--- config.mk ---
export PLATFORM = sky130hd
export DESIGN_NAME = scalar_add_ctrl_flat
export DESIGN_NICKNAME = d
export VERILOG_FILES = /design/src/rtl/scalar_add_ctrl_pkg.sv /design/src/rtl/scalar_add_ctrl_if.sv /design/src/rtl/scalar_add_ctrl_timer.sv /design/src/rtl/scalar_add_ctrl.sv /design/src/flat_wrapper.sv
export SDC_FILE = /design/constraint.sdc
export NUM_CORES = 1
export LEC_CHECK = 0
export ABC_CLOCK_PERIOD_IN_PS = 2450
export BUFFER_PORTS_ARGS = -buffer_cell sky130_fd_sc_hd__buf_2
export CORE_ASPECT_RATIO = 1.4
export CORE_MARGIN = 10
export CORE_UTILIZATION = 30
export CTS_CLUSTER_DIAMETER = 200
export CTS_CLUSTER_SIZE = 30
export DETAILED_ROUTE_END_ITERATION = 10
export PLACE_DENSITY = 0.6
export SYNTH_ARGS = -nofsm -noshare
export SYNTH_HDL_FRONTEND = slang
export SYNTH_SLANG_ARGS = --single-unit
--- constraint.sdc ---
create_clock -name clock -period 2.45 [get_ports clock]
set_input_delay 0.1225 -clock clock [delete_from_list [all_inputs] [get_ports clock]]
set_output_delay 0.1225 -clock clock [all_outputs]
set_load 0.02 [all_outputs]
--- src/rtl/scalar_add_ctrl_pkg.sv ---
// ============================================================================
// scalar_add_ctrl_pkg : shared types and constants for scalar_add_ctrl
// Revision: 1.0
// ============================================================================
`default_nettype none

package scalar_add_ctrl_pkg;

    typedef enum logic [1:0] {
        OP_NOP    = 2'd0,
        OP_WRITE  = 2'd1,
        OP_READ   = 2'd2,
        OP_LAUNCH = 2'd3
    } opcode_e;

    typedef enum logic [1:0] {
        ID_A   = 2'd0,
        ID_B   = 2'd1,
        ID_Y   = 2'd2,
        ID_CNT = 2'd3
    } id_e;

    typedef enum logic [2:0] {
        ST_IDLE  = 3'd0,
        ST_EXEC  = 3'd1,
        ST_START = 3'd2,
        ST_WAIT  = 3'd3,
        ST_RESP  = 3'd4
    } state_e;

    localparam logic [31:0] NOP_PATTERN = 32'hDEAD_BEEF;

endpackage

`default_nettype wire

--- src/rtl/scalar_add_ctrl_if.sv ---
// ============================================================================
// scalar_add_ctrl_if : host command/response port plus adder handshake
// Revision: 1.0
// ============================================================================
`default_nettype none

interface scalar_add_ctrl_if #(
    parameter int DATA_W = 32
);
    import scalar_add_ctrl_pkg::*;

    logic              cmd_valid;
    logic              cmd_ready;
    opcode_e           cmd_opcode;
    id_e               cmd_id;
    logic [DATA_W-1:0] cmd_data;
    logic              rsp_valid;
    logic              rsp_ready;
    logic [DATA_W-1:0] rsp_data;
    logic              rsp_err;
    logic              add_start;
    logic [DATA_W-1:0] add_a;
    logic [DATA_W-1:0] add_b;
    logic              add_done;
    logic [DATA_W-1:0] add_y;

    // Host side plus the adder datapath: everything the controller consumes
    modport master (
        output cmd_valid, cmd_opcode, cmd_id, cmd_data, rsp_ready, add_done, add_y,
        input  cmd_ready, rsp_valid, rsp_data, rsp_err, add_start, add_a, add_b
    );

    modport slave (
        input  cmd_valid, cmd_opcode, cmd_id, cmd_data, rsp_ready, add_done, add_y,
        output cmd_ready, rsp_valid, rsp_data, rsp_err, add_start, add_a, add_b
    );

endinterface

`default_nettype wire

--- src/rtl/scalar_add_ctrl_timer.sv ---
// ============================================================================
// scalar_add_ctrl_timer : clear/enable wait counter, flags expiry at TIMEOUT
// Revision: 1.0
// ============================================================================
`default_nettype none

module scalar_add_ctrl_timer #(
    parameter int TIMEOUT = 255
) (
    input  wire logic clock,
    input  wire logic reset_n,
    input  wire logic clear,
    input  wire logic enable,
    output logic      expired
);
    localparam int              CNT_W   = $clog2(TIMEOUT + 1);
    localparam logic [CNT_W-1:0] C_LIMIT = CNT_W'(TIMEOUT);

    logic [CNT_W-1:0] count_q;
    logic [CNT_W-1:0] count_d;

    always_comb begin
        count_d = count_q;
        if (clear) begin
            count_d = '0;
        end else if (enable && (count_q != C_LIMIT)) begin
            count_d = count_q + CNT_W'(1);
        end
    end

    always_ff @(posedge clock or negedge reset_n) begin
        if (!reset_n) begin
            count_q <= '0;
        end else begin
            count_q <= count_d;
        end
    end

    assign expired = (count_q == C_LIMIT);

endmodule

`default_nettype wire

--- src/rtl/scalar_add_ctrl.sv ---
// ============================================================================
// scalar_add_ctrl : command sequencer owning A/B/Y/CNT for the scalar_add datapath
// Revision: 1.0
// ============================================================================
`default_nettype none

module scalar_add_ctrl
    import scalar_add_ctrl_pkg::*;
#(
    parameter int DATA_W  = 32,
    parameter int TIMEOUT = 255
) (
    input  wire logic          clock,
    input  wire logic          reset_n,
    scalar_add_ctrl_if.slave   bus
);
    localparam logic [DATA_W-1:0] C_NOP = DATA_W'(NOP_PATTERN);

    state_e            state_q, state_d;
    opcode_e           op_q, op_d;
    id_e               id_q, id_d;
    logic [DATA_W-1:0] wdata_q, wdata_d;
    logic [DATA_W-1:0] a_q, a_d, b_q, b_d, y_q, y_d, cnt_q, cnt_d;
    logic [DATA_W-1:0] rsp_data_q, rsp_data_d;
    logic              rsp_err_q, rsp_err_d;
    logic              timer_clear, timer_en, timer_expired;

    scalar_add_ctrl_timer #(.TIMEOUT(TIMEOUT)) u_timer (
        .clock   (clock),
        .reset_n (reset_n),
        .clear   (timer_clear),
        .enable  (timer_en),
        .expired (timer_expired)
    );

    always_comb begin
        state_d     = state_q;
        op_d        = op_q;
        id_d        = id_q;
        wdata_d     = wdata_q;
        a_d         = a_q;
        b_d         = b_q;
        y_d         = y_q;
        cnt_d       = cnt_q;
        rsp_data_d  = rsp_data_q;
        rsp_err_d   = rsp_err_q;
        timer_clear = 1'b0;
        timer_en    = 1'b0;
        unique case (state_q)
            ST_IDLE: begin
                if (bus.cmd_valid) begin
                    op_d    = bus.cmd_opcode;
                    id_d    = bus.cmd_id;
                    wdata_d = bus.cmd_data;
                    state_d = (bus.cmd_opcode == OP_LAUNCH) ? ST_START : ST_EXEC;
                end
            end
            ST_EXEC: begin
                rsp_data_d = '0;
                rsp_err_d  = 1'b0;
                unique case (op_q)
                    OP_NOP:   rsp_data_d = C_NOP;
                    OP_WRITE: begin
                        unique case (id_q)
                            ID_A:   a_d = wdata_q;
                            ID_B:   b_d = wdata_q;
                            ID_Y:   y_d = wdata_q;
                            ID_CNT: rsp_err_d = 1'b1;
                        endcase
                    end
                    OP_READ: begin
                        unique case (id_q)
                            ID_A:   rsp_data_d = a_q;
                            ID_B:   rsp_data_d = b_q;
                            ID_Y:   rsp_data_d = y_q;
                            ID_CNT: rsp_data_d = cnt_q;
                        endcase
                    end
                    OP_LAUNCH: rsp_err_d = 1'b1;
                endcase
                state_d = ST_RESP;
            end
            ST_START: begin
                timer_clear = 1'b1;
                state_d     = ST_WAIT;
            end
            ST_WAIT: begin
                // A done arriving together with expiry still counts as success
                if (bus.add_done) begin
                    y_d        = bus.add_y;
                    cnt_d      = cnt_q + DATA_W'(1);
                    rsp_data_d = bus.add_y;
                    rsp_err_d  = 1'b0;
                    state_d    = ST_RESP;
                end else if (timer_expired) begin
                    rsp_data_d = C_NOP;
                    rsp_err_d  = 1'b1;
                    state_d    = ST_RESP;
                end else begin
                    timer_en = 1'b1;
                end
            end
            ST_RESP: begin
                if (bus.rsp_ready) begin
                    state_d = ST_IDLE;
                end
            end
            default: state_d = ST_IDLE;
        endcase
    end

    always_ff @(posedge clock or negedge reset_n) begin
        if (!reset_n) begin
            state_q    <= ST_IDLE;
            op_q       <= OP_NOP;
            id_q       <= ID_A;
            wdata_q    <= '0;
            a_q        <= '0;
            b_q        <= '0;
            y_q        <= '0;
            cnt_q      <= '0;
            rsp_data_q <= '0;
            rsp_err_q  <= 1'b0;
        end else begin
            state_q    <= state_d;
            op_q       <= op_d;
            id_q       <= id_d;
            wdata_q    <= wdata_d;
            a_q        <= a_d;
            b_q        <= b_d;
            y_q        <= y_d;
            cnt_q      <= cnt_d;
            rsp_data_q <= rsp_data_d;
            rsp_err_q  <= rsp_err_d;
        end
    end

    assign bus.cmd_ready = (state_q == ST_IDLE);
    assign bus.rsp_valid = (state_q == ST_RESP);
    assign bus.rsp_data  = rsp_data_q;
    assign bus.rsp_err   = rsp_err_q;
    assign bus.add_start = (state_q == ST_START);
    assign bus.add_a     = a_q;
    assign bus.add_b     = b_q;

endmodule

`default_nettype wire

--- src/flat_wrapper.sv ---
// flat-port wrapper written by rule: the top's interface ports become plain ports
module scalar_add_ctrl_flat import scalar_add_ctrl_pkg::*;
#(
    parameter int DATA_W  = 32,
    parameter int TIMEOUT = 255
)
  (clock, reset_n, bus_cmd_valid, bus_cmd_opcode, bus_cmd_id, bus_cmd_data, bus_rsp_ready, bus_add_done, bus_add_y, bus_cmd_ready, bus_rsp_valid, bus_rsp_data, bus_rsp_err, bus_add_start, bus_add_a, bus_add_b);
  scalar_add_ctrl_if #(.DATA_W(DATA_W)) bus_i ();
  input  wire logic clock;
  input  wire logic reset_n;
  input wire logic [$bits(bus_i.cmd_valid)-1:0] bus_cmd_valid;
  input wire logic [$bits(bus_i.cmd_opcode)-1:0] bus_cmd_opcode;
  input wire logic [$bits(bus_i.cmd_id)-1:0] bus_cmd_id;
  input wire logic [$bits(bus_i.cmd_data)-1:0] bus_cmd_data;
  input wire logic [$bits(bus_i.rsp_ready)-1:0] bus_rsp_ready;
  input wire logic [$bits(bus_i.add_done)-1:0] bus_add_done;
  input wire logic [$bits(bus_i.add_y)-1:0] bus_add_y;
  output wire logic [$bits(bus_i.cmd_ready)-1:0] bus_cmd_ready;
  output wire logic [$bits(bus_i.rsp_valid)-1:0] bus_rsp_valid;
  output wire logic [$bits(bus_i.rsp_data)-1:0] bus_rsp_data;
  output wire logic [$bits(bus_i.rsp_err)-1:0] bus_rsp_err;
  output wire logic [$bits(bus_i.add_start)-1:0] bus_add_start;
  output wire logic [$bits(bus_i.add_a)-1:0] bus_add_a;
  output wire logic [$bits(bus_i.add_b)-1:0] bus_add_b;
  assign bus_i.cmd_valid = bus_cmd_valid;
  assign bus_i.cmd_opcode = bus_cmd_opcode;
  assign bus_i.cmd_id = bus_cmd_id;
  assign bus_i.cmd_data = bus_cmd_data;
  assign bus_i.rsp_ready = bus_rsp_ready;
  assign bus_i.add_done = bus_add_done;
  assign bus_i.add_y = bus_add_y;
  assign bus_cmd_ready = bus_i.cmd_ready;
  assign bus_rsp_valid = bus_i.rsp_valid;
  assign bus_rsp_data = bus_i.rsp_data;
  assign bus_rsp_err = bus_i.rsp_err;
  assign bus_add_start = bus_i.add_start;
  assign bus_add_a = bus_i.add_a;
  assign bus_add_b = bus_i.add_b;
  scalar_add_ctrl #(.DATA_W(DATA_W), .TIMEOUT(TIMEOUT)) u_core (.clock(clock), .reset_n(reset_n), .bus(bus_i));
endmodule
==> metrics list, run 1 <==
- The run finished with clean final reports.
* Most frequent cells in the layout: sky130_fd_sc_hd__dfrtp_1, sky130_fd_sc_hd__buf_2, sky130_fd_sc_hd__mux2_2, sky130_fd_sc_hd__dlygate4sd3_1, sky130_fd_sc_hd__o21ai_0
- Area growth from synthesis to final layout: 24.9%
* Leading area contributor after synthesis: sky130_fd_sc_hd__dfrtp_1
- After floorplanning, the core was sized to cover ~32000 um2.
* Pre-Repair DR Iteration Count: 4
* DRC marker count from the first detailed-route iteration: ~330
- The detailed router placed 6934 vias in this run.
- Ordered cell list for the critical path: ha_1, nand4_1, o21a_1, nor3b_1, a311oi_1, dlygate4sd3_1
- Clock latency on the worst-skew pair, taken at its later pin, is around 0.48 ns.
* Syn Nets: 810
* Critical path startpoint category: flip-flop
* Synth unique cells: 50
- Number of non-filler instances in the completed layout: 1365
- The HPWL after detailed placement is around 21000 um.
* Leading cell types by total area after synthesis: sky130_fd_sc_hd__dfrtp_1, sky130_fd_sc_hd__mux2_2, sky130_fd_sc_hd__mux4_2
- Final hold violations: 0
* Top-area cell type share of the netlist area: between 50% and 60%
- At the worst endpoint, the arrival time is 2.57 ns.
- The cell area that synthesis handed to floorplanning was slightly below 10000 um2.
* Placed Instances: around 1300
* Power density cells: 1160 nW/um2
- The tightest hold path in the finished design has a slack of 0.0243 ns.
- Pin count of the biggest net entering global routing: 84
- Final routed wirelength across all metal layers: approximately 29000 um
* Required time reported for the critical path endpoint: between 2 and 3 ns
- The analysis attributes to net switching a power of between 5 and 6 mW.
- Slew at the pin closest to its max-slew limit: between 0.6 and 0.7 ns
- Post-synthesis cell count: between 700 and 800
* Sequential share of the synthesized area: a little over half
- Slowest-stage cell, CP: sky130_fd_sc_hd__dlygate4sd3_1
- The post-route netlist has between 30% and 40% of its cells at a drive strength greater than 1.
- The detail route stage leaves a number of antenna-violating nets equal to 0.
- Clock sinks: ~210
- Count of flip-flops with a built-in enable after synthesis: 0
- Floorplan die area: 40000 um2
- Of the total power, the share spent switching nets is between 30% and 40%.
- Commonest non-fill, non-tap cell in the layout: sky130_fd_sc_hd__dfrtp_1
* Clock tree from TritonCTS: done
- The worst hold path belongs to the class input port to flip-flop.
- Across the run, the number of max-cap violations was 0.
* Type of the worst setup path: flip-flop to flip-flop
- Top_reg_cell synth: sky130_fd_sc_hd__dfrtp_1
* Mean routed wirelength per cell: roughly 21 um
- Final setup violation count: 0
- Setup slack after layout: 0.246 ns
- Of the total power, registers draw a little over two fifths.
- Buffers from clock root to sink, at most: 3
- Total GRT Usage: approximately 15%
* Maximum operating frequency: roughly 0.45 GHz
- Number of I/O port buffers: roughly 170
- Total grt overflow: 0
* Count of yosys warnings during synthesis: 0
- STA classifies the critical path endpoint as a flip-flop.
- Maximum fanout along the worst path: 6
- I/O pin count: roughly 170
- Ratio of final minimum period to clock period: between 80 and 90%
- Max VDD drop: about 0.00058 V
- In this run the clock root is driven by a sky130_fd_sc_hd__clkbuf_16.
- From bottom edge to top edge, the die measures about 230 um.
* Routed via count divided by cell count: around 5.1
* Internal power: about 8.5 mW
- In the final timing run, aggregate negative setup slack is 0 ns.
* Residual DRC count: 0
- The clock network burns about 14% of the power.
- # rows: 77
- The first global-routing pass estimated approximately 45000 um of wire.
- On the final layout, the worst clock skew is ~0.023 ns.
* Post-placement worst setup slack: 0.328 ns
- Die width: roughly 170 um
- Combinational Power Share: 43.4%
- CTS built an H-tree with a depth of 1.
* Starting density of the core: just over 30%
* Register clock-pin slew on the reported worst setup and hold paths: roughly 0.12 ns
- Clock buffer count from CTS: 10
* Final weighted congestion in routability-driven placement: 0.765
- Counting flops and latches in the post-synthesis netlist gives between 200 and 250.
- Count of pins over their slew limit: 0
* Share of async-settable or async-resettable flops after synthesis: 100%
* Core utilization of the finished layout: between 30% and 40%
* Tmin final: ~2.2 ns
* Delay of the slowest cell on the worst path: approximately 0.57 ns
- After synthesis, the mean cell area works out to ~13 um2.
* Final net count: 1042
* Initial antenna violation count: 1
- Setup repair after global routing left no endpoint under its margin.
- Via count of the first global-routing pass: ~7500
- Worst slew margin relative to its limit: a little under three fifths
* Static power due to leakage: between 5 and 6 nW
- Once the clock tree was built, the setup fixing pass inserted 0 buffers.
[per-layer routing]
metal / global-route usage, % / wire (um) / vias to the layer above
met5: 0 / 0 / -
met4: 3.27 / 465 / 0
met3: 2.71 / 1520 / 24
met2: 25.3 / 14900 / 159
met1: 18.2 / 12400 / 3553
li1: - / - / 3198
[path summary, 6_finish.rpt]
check	cells past startpoint	startpoint	to	slack [ns]
worst min-delay path	3	bus_rsp_ready	u_core.state_q[2]	0.02
max in group asynchronous	3	reset_n	u_core.bus.add_a[19]	1.46
worst max register to register	6	u_core.u_timer.count_q[0]	u_core.state_q[0]	0.25
min in group asynchronous	2	reset_n	u_core.bus.add_a[2]	0.25
worst min register to register	2	u_core.y_q[2]	u_core.y_q[2]	0.49
worst max-delay path	6	u_core.u_timer.count_q[0]	u_core.state_q[0]	0.25
[power by group through the flow]
| stage | Clock [mW] | Sequential (mW) | Combinational [mW] |
|---|---|---|---|
| floorplan | 0 | 6.40 | 3.39 |
| global placement | 0 | 6.02 | 5.97 |
| detailed placement | 0 | 6.06 | 6.09 |
| CTS | 2.04 | 5.99 | 6.20 |
| global route | 2.17 | 6.18 | 6.60 |
| finish | 1.96 | 5.99 | 6.09 |
[worst max-delay path: cells and delay by family, from the launching register on]
family	cells	cell delay [ns]
simple gates	2	0.49
buf+inv	1	0.57
compound gates	2	0.37
fa+ha+maj	1	0.23
flops	1	0.44
[metrics by stage]
stage                     area [um2]  power [mW]
after global placement         11100        12.0
after detailed placement       11100        12.1
after CTS                      12100        14.2
after floorplan                 9690        9.79
final                          12100        14.0
after global routing           12100        14.9
[registers in the layout, indices dropped and copies added, names as in the netlist]
name	count
u_core.id_q	2
u_core.wdata_q	32
u_core.bus.rsp_data	32
u_core.cnt_q	32
u_core.state_q	3
u_core.u_timer.count_q	8
u_core.y_q	32
u_core.bus.add_a	32
u_core.op_q	2
u_core.bus.add_b	32
u_core.bus.rsp_err	1
[synth_stat cells (2+ instances only)]
master,n
sky130_fd_sc_hd__nand2b_1,4
sky130_fd_sc_hd__nand4b_1,2
sky130_fd_sc_hd__o21a_1,2
sky130_fd_sc_hd__clkbuf_1,16
sky130_fd_sc_hd__o211ai_1,3
sky130_fd_sc_hd__xor2_1,8
sky130_fd_sc_hd__mux2_1,27
sky130_fd_sc_hd__nor4_1,3
sky130_fd_sc_hd__nor3_2,2
sky130_fd_sc_hd__buf_4,8
sky130_fd_sc_hd__mux2_2,80
sky130_fd_sc_hd__buf_2,17
sky130_fd_sc_hd__nand3_1,11
sky130_fd_sc_hd__and4bb_2,2
sky130_fd_sc_hd__mux4_1,12
sky130_fd_sc_hd__nor3_1,3
sky130_fd_sc_hd__a32o_1,8
sky130_fd_sc_hd__buf_6,5
sky130_fd_sc_hd__inv_1,7
sky130_fd_sc_hd__nor4_4,2
sky130_fd_sc_hd__a21oi_1,29
sky130_fd_sc_hd__nand3b_1,2
sky130_fd_sc_hd__o21ai_0,59
sky130_fd_sc_hd__nand4_1,18
sky130_fd_sc_hd__nor3b_1,4
sky130_fd_sc_hd__mux4_2,20
sky130_fd_sc_hd__a2bb2oi_1,24
sky130_fd_sc_hd__xnor2_1,26
sky130_fd_sc_hd__nor2_1,12
sky130_fd_sc_hd__nand2_1,51
sky130_fd_sc_hd__and3_1,10
sky130_fd_sc_hd__dfrtp_1,208
sky130_fd_sc_hd__mux2i_1,32
sky130_fd_sc_hd__ha_1,2
[cell families after synthesis]
family                     Yosys count  share of synthesized area [%]
adders and majority gates            2                          0.258
DFF                                208                           53.7
buffers and inverters               53                           2.97
and+or+nand+nor                    134                           7.59
muxes                              172                           23.8
AOI/OAI and AO/OA                  132                           8.61
xor gates and xnor gates            34                           3.07
[timing repair]
item | 4_1_cts | 5_1_grt
hold endpoints to repair | 172 | 0
hold buffers | 69 | 0
gates resized for setup | 0 | 1
setup endpoints to repair | 0 | 1
[cell type report]
| type | instances | area (um2) |
|---|---|---|
| Timing Repair Buffer | 266 | 1850 |
| Tap cell | 395 | 494 |
| Multi-Input combinational cell | 474 | 4230 |
| Antenna cell | 1 | 2.50 |
| Sequential cell | 208 | 5210 |
| Inverter | 7 | 26.3 |
| Fill cell | 3048 | 19600 |
| Clock buffer | 14 | 297 |
Note: power is estimated with default switching activity, not from simulation.
==> run 2, diff against run 1 <==
==> constraint.sdc (replaced) <==
create_clock -name clock -period 2.45 [get_ports clock]
set_input_delay 0.1225 -clock clock [delete_from_list [all_inputs] [get_ports clock]]
set_output_delay 0.1225 -clock clock [all_outputs]
set_load 0.05 [all_outputs]
==> run 2 against run 1 <==
  * Final cell count increased by 0.44%
  * Critical path depth unchanged
  * Power increased by 12%
  * Sequential share of layout area decreased by 0.071 points
  * Global-route usage decreased by 0.25 points
  * Largest power group unchanged
==> metrics list, run 2 (same netlist as run 1, synthesis figures left out) <==
- Clock Skews: about 0.025 ns
- Global routing used between 10 and 15% of the available tracks.
- Tmin final: about 2.1 ns
- Hold repair after CTS inserted 70 buffers.
* Static power due to leakage: slightly below 6 nW
* Summed area of non-filler cells in the final layout: around 12000 um2
* Layout cells sized above 1: 34.3%
- The flow ran to the end, and the final reports show no timing, DRC or antenna violations.
- Final setup violation count: 0
* Mean routed wirelength per cell: approximately 21 um
- Ratio of final minimum period to clock period: about 86%
- Of the total power, combinational logic draws about half.
* Buffers inserted by post-CTS timing repair: 0
- Final hold violations: 0
- The completed layout was analyzed and its total power is around 16 mW.
* Wire length of the first global-routing pass: ~45000 um
- Antenna fix cells: 0
* Placed Instance Area: about 11000 um2
- Leaving out filler cells and counting taps, the final layout contains approximately 1400.
- RSZ-0062 raised after global routing: false
- Clock sinks: ~210
- Clock buffer count from CTS: 10
- Clock tree from TritonCTS: done
- Compared with the post-synthesis result, the final layout area differs by 25.1%.
- Die width: ~170 um
- Fill cells in the final layout number approximately 3000.
- Input and output buffers added on the ports amount to roughly 170.
* Placed Instances: between 1000 and 1500
- Part of the power in registers: between 30% and 40%
- After clock tree synthesis, the clock-pin slew on the worst setup and hold paths is ~0.12 ns.
- Max VDD drop: 0.000954 V
* Final weighted congestion in routability-driven placement: about 0.81
- # rows: between 70 and 80
- Floorplan die area: roughly 40000 um2
- The final number of max-transition violations is 0.
* Routed via count divided by cell count: 5.07
- Max-cap violations in this run came to 0.
- Sum of negative setup slack: 0 ns
- Clock network power share: 12.5%
- Launch instance of the worst min-delay path: bus_add_y[22]
* Wire length on met3: roughly 1600 um
- Hold Worst Slack: ~0.05 ns
- Vert. Die Dim: about 230 um
* Internal power: around 8.5 mW
* Final net count: 1049
- In this run the clock root is driven by a sky130_fd_sc_hd__clkbuf_16.
- Class of the most critical hold timing path: input port to flip-flop
* Commonest non-fill, non-tap cell in the layout: sky130_fd_sc_hd__dfrtp_1
- In this run the power density over the cells is around 1300 nW/um2.
- Once the floorplan was initialized, standard cells occupied 30.6% of the core.
- Worst Hold Path EP: u_core.bus.rsp_data[22]
* Pin count of the biggest net entering global routing: 75
* Power dissipated by switching net loads: 7.30 mW
- The endpoint identified for the worst register-to-register timing path is u_core.state_q[0].
- By startpoint and endpoint, the worst setup path is classified as flip-flop to flip-flop.
- Cells resized by post-CTS repair: 0
- Critical path startpoint category: flip-flop
- Of all nets on the critical path, the largest fanout is 6.
- After detailed routing, the wire length on met1 is roughly 12000 um.
* Required time reported for the critical path endpoint: about 2.8 ns
* R2r setup slk: 0.33 ns
* Slew at the pin closest to its max-slew limit: between 1 and 1.5 ns
- Wires add up to 28900 um.
- Worst slew margin relative to its limit: a little under a third
- The routed layout has 6951 vias.
- Number of H-tree branching levels: 1
- Pre-Repair DR Iteration Count: 4
- The count of nets left with antenna violations once routing finished came out at 0.
- The via count of the first global-routing pass was roughly 7500.
- After global routing the overflow that remains totals 0.
- The worst register-to-register path begins at u_core.u_timer.count_q[0].
- Buffers from clock root to sink, at most: 3
- For this run, the top clock speed supported by timing is 0.472 GHz.
- Worst Setup End Kind: flip-flop
* Arrival time at the worst endpoint: ~2.5 ns
- In the layout the commonest cells are sky130_fd_sc_hd__dfrtp_1, sky130_fd_sc_hd__buf_2, sky130_fd_sc_hd__mux2_2, sky130_fd_sc_hd__dlygate4sd3_1, sky130_fd_sc_hd__o21ai_0.
* Worst Reg-to-Reg Cells: 6
* Residual DRC count: 0
- Routed signal wires occupy layers up through met4.
- The first routing iteration left 364 violations.
* Placeable core region: approximately 32000 um2
* Met2 wire len: approximately 14000 um
- Share of total power consumed by net switching: 46.2%
- Detailed placement finished with a half-perimeter wire length of between 20000 and 25000 um.
- Hold Path Stages: 3
* Clock latency of the later-clocked register in the worst-skew pair: about 0.49 ns
- The number of antenna violations at the first check in global routing is 0.
- 173 I/O pins were placed.
-- run 2: area by class of cell --
class | count | area, um2 | share of cell area (%)
tap | 395 | 494 | 4.08
clock buffer | 14 | 297 | 2.45
inverter | 7 | 26.3 | 0.217
multi-input combinational | 474 | 4240 | 34.9
timing repair buffer | 273 | 1870 | 15.4
sequential | 208 | 5210 | 42.9
-- run 2: worst max path at each step --
stage / slack, ns / endpoint / from / depth (start not counted)
2_1_floorplan: 0.21 / u_core.id_q[1] / u_core.state_q[1] / 6
3_3_place_gp: 0.47 / u_core.bus.rsp_data[16] / u_core.id_q[0] / 4
3_5_place_dp: 0.44 / u_core.bus.rsp_data[23] / u_core.id_q[0] / 4
4_1_cts: 0.34 / u_core.state_q[0] / u_core.u_timer.count_q[1] / 6
5_1_grt: 0.15 / u_core.state_q[0] / u_core.u_timer.count_q[1] / 6
6_report: 0.33 / u_core.state_q[0] / u_core.u_timer.count_q[0] / 6
-- run 2: stage by stage --
step | utilization (%) | setup WS (ns)
after floorplan | - | 0.207
after global placement | 35.1 | 0.475
after detailed placement | 35.1 | 0.443
after CTS | 38.3 | 0.338
after global routing | 38.3 | 0.155
final | 38.3 | 0.331
-- run 2: per-layer routing --
layer,vias up,track usage [%]
met2,153,24.5
met5,-,0
li1,3204,-
met4,0,3.08
met3,30,2.64
met1,3564,18.3
-- run 2: power groups by stage --
stage	logic, mW	clock network (mW)	registers, mW
3_5_place_dp	7.88	0	6.02
5_1_grt	8.39	2.16	6.13
6_report	7.86	1.97	5.95
4_1_cts	7.98	2.05	5.95
3_3_place_gp	7.76	0	6.00
2_1_floorplan	3.46	0	8.03
-- run 2: worst max-delay path: stages, from the launching register on --
cell	delay (ns)
sky130_fd_sc_hd__dfrtp_1	0.42
sky130_fd_sc_hd__ha_1	0.21
sky130_fd_sc_hd__nand4_1	0.21
sky130_fd_sc_hd__o21a_1	0.29
sky130_fd_sc_hd__nor3b_1	0.25
sky130_fd_sc_hd__a311oi_1	0.08
sky130_fd_sc_hd__dlygate4sd3_1	0.56
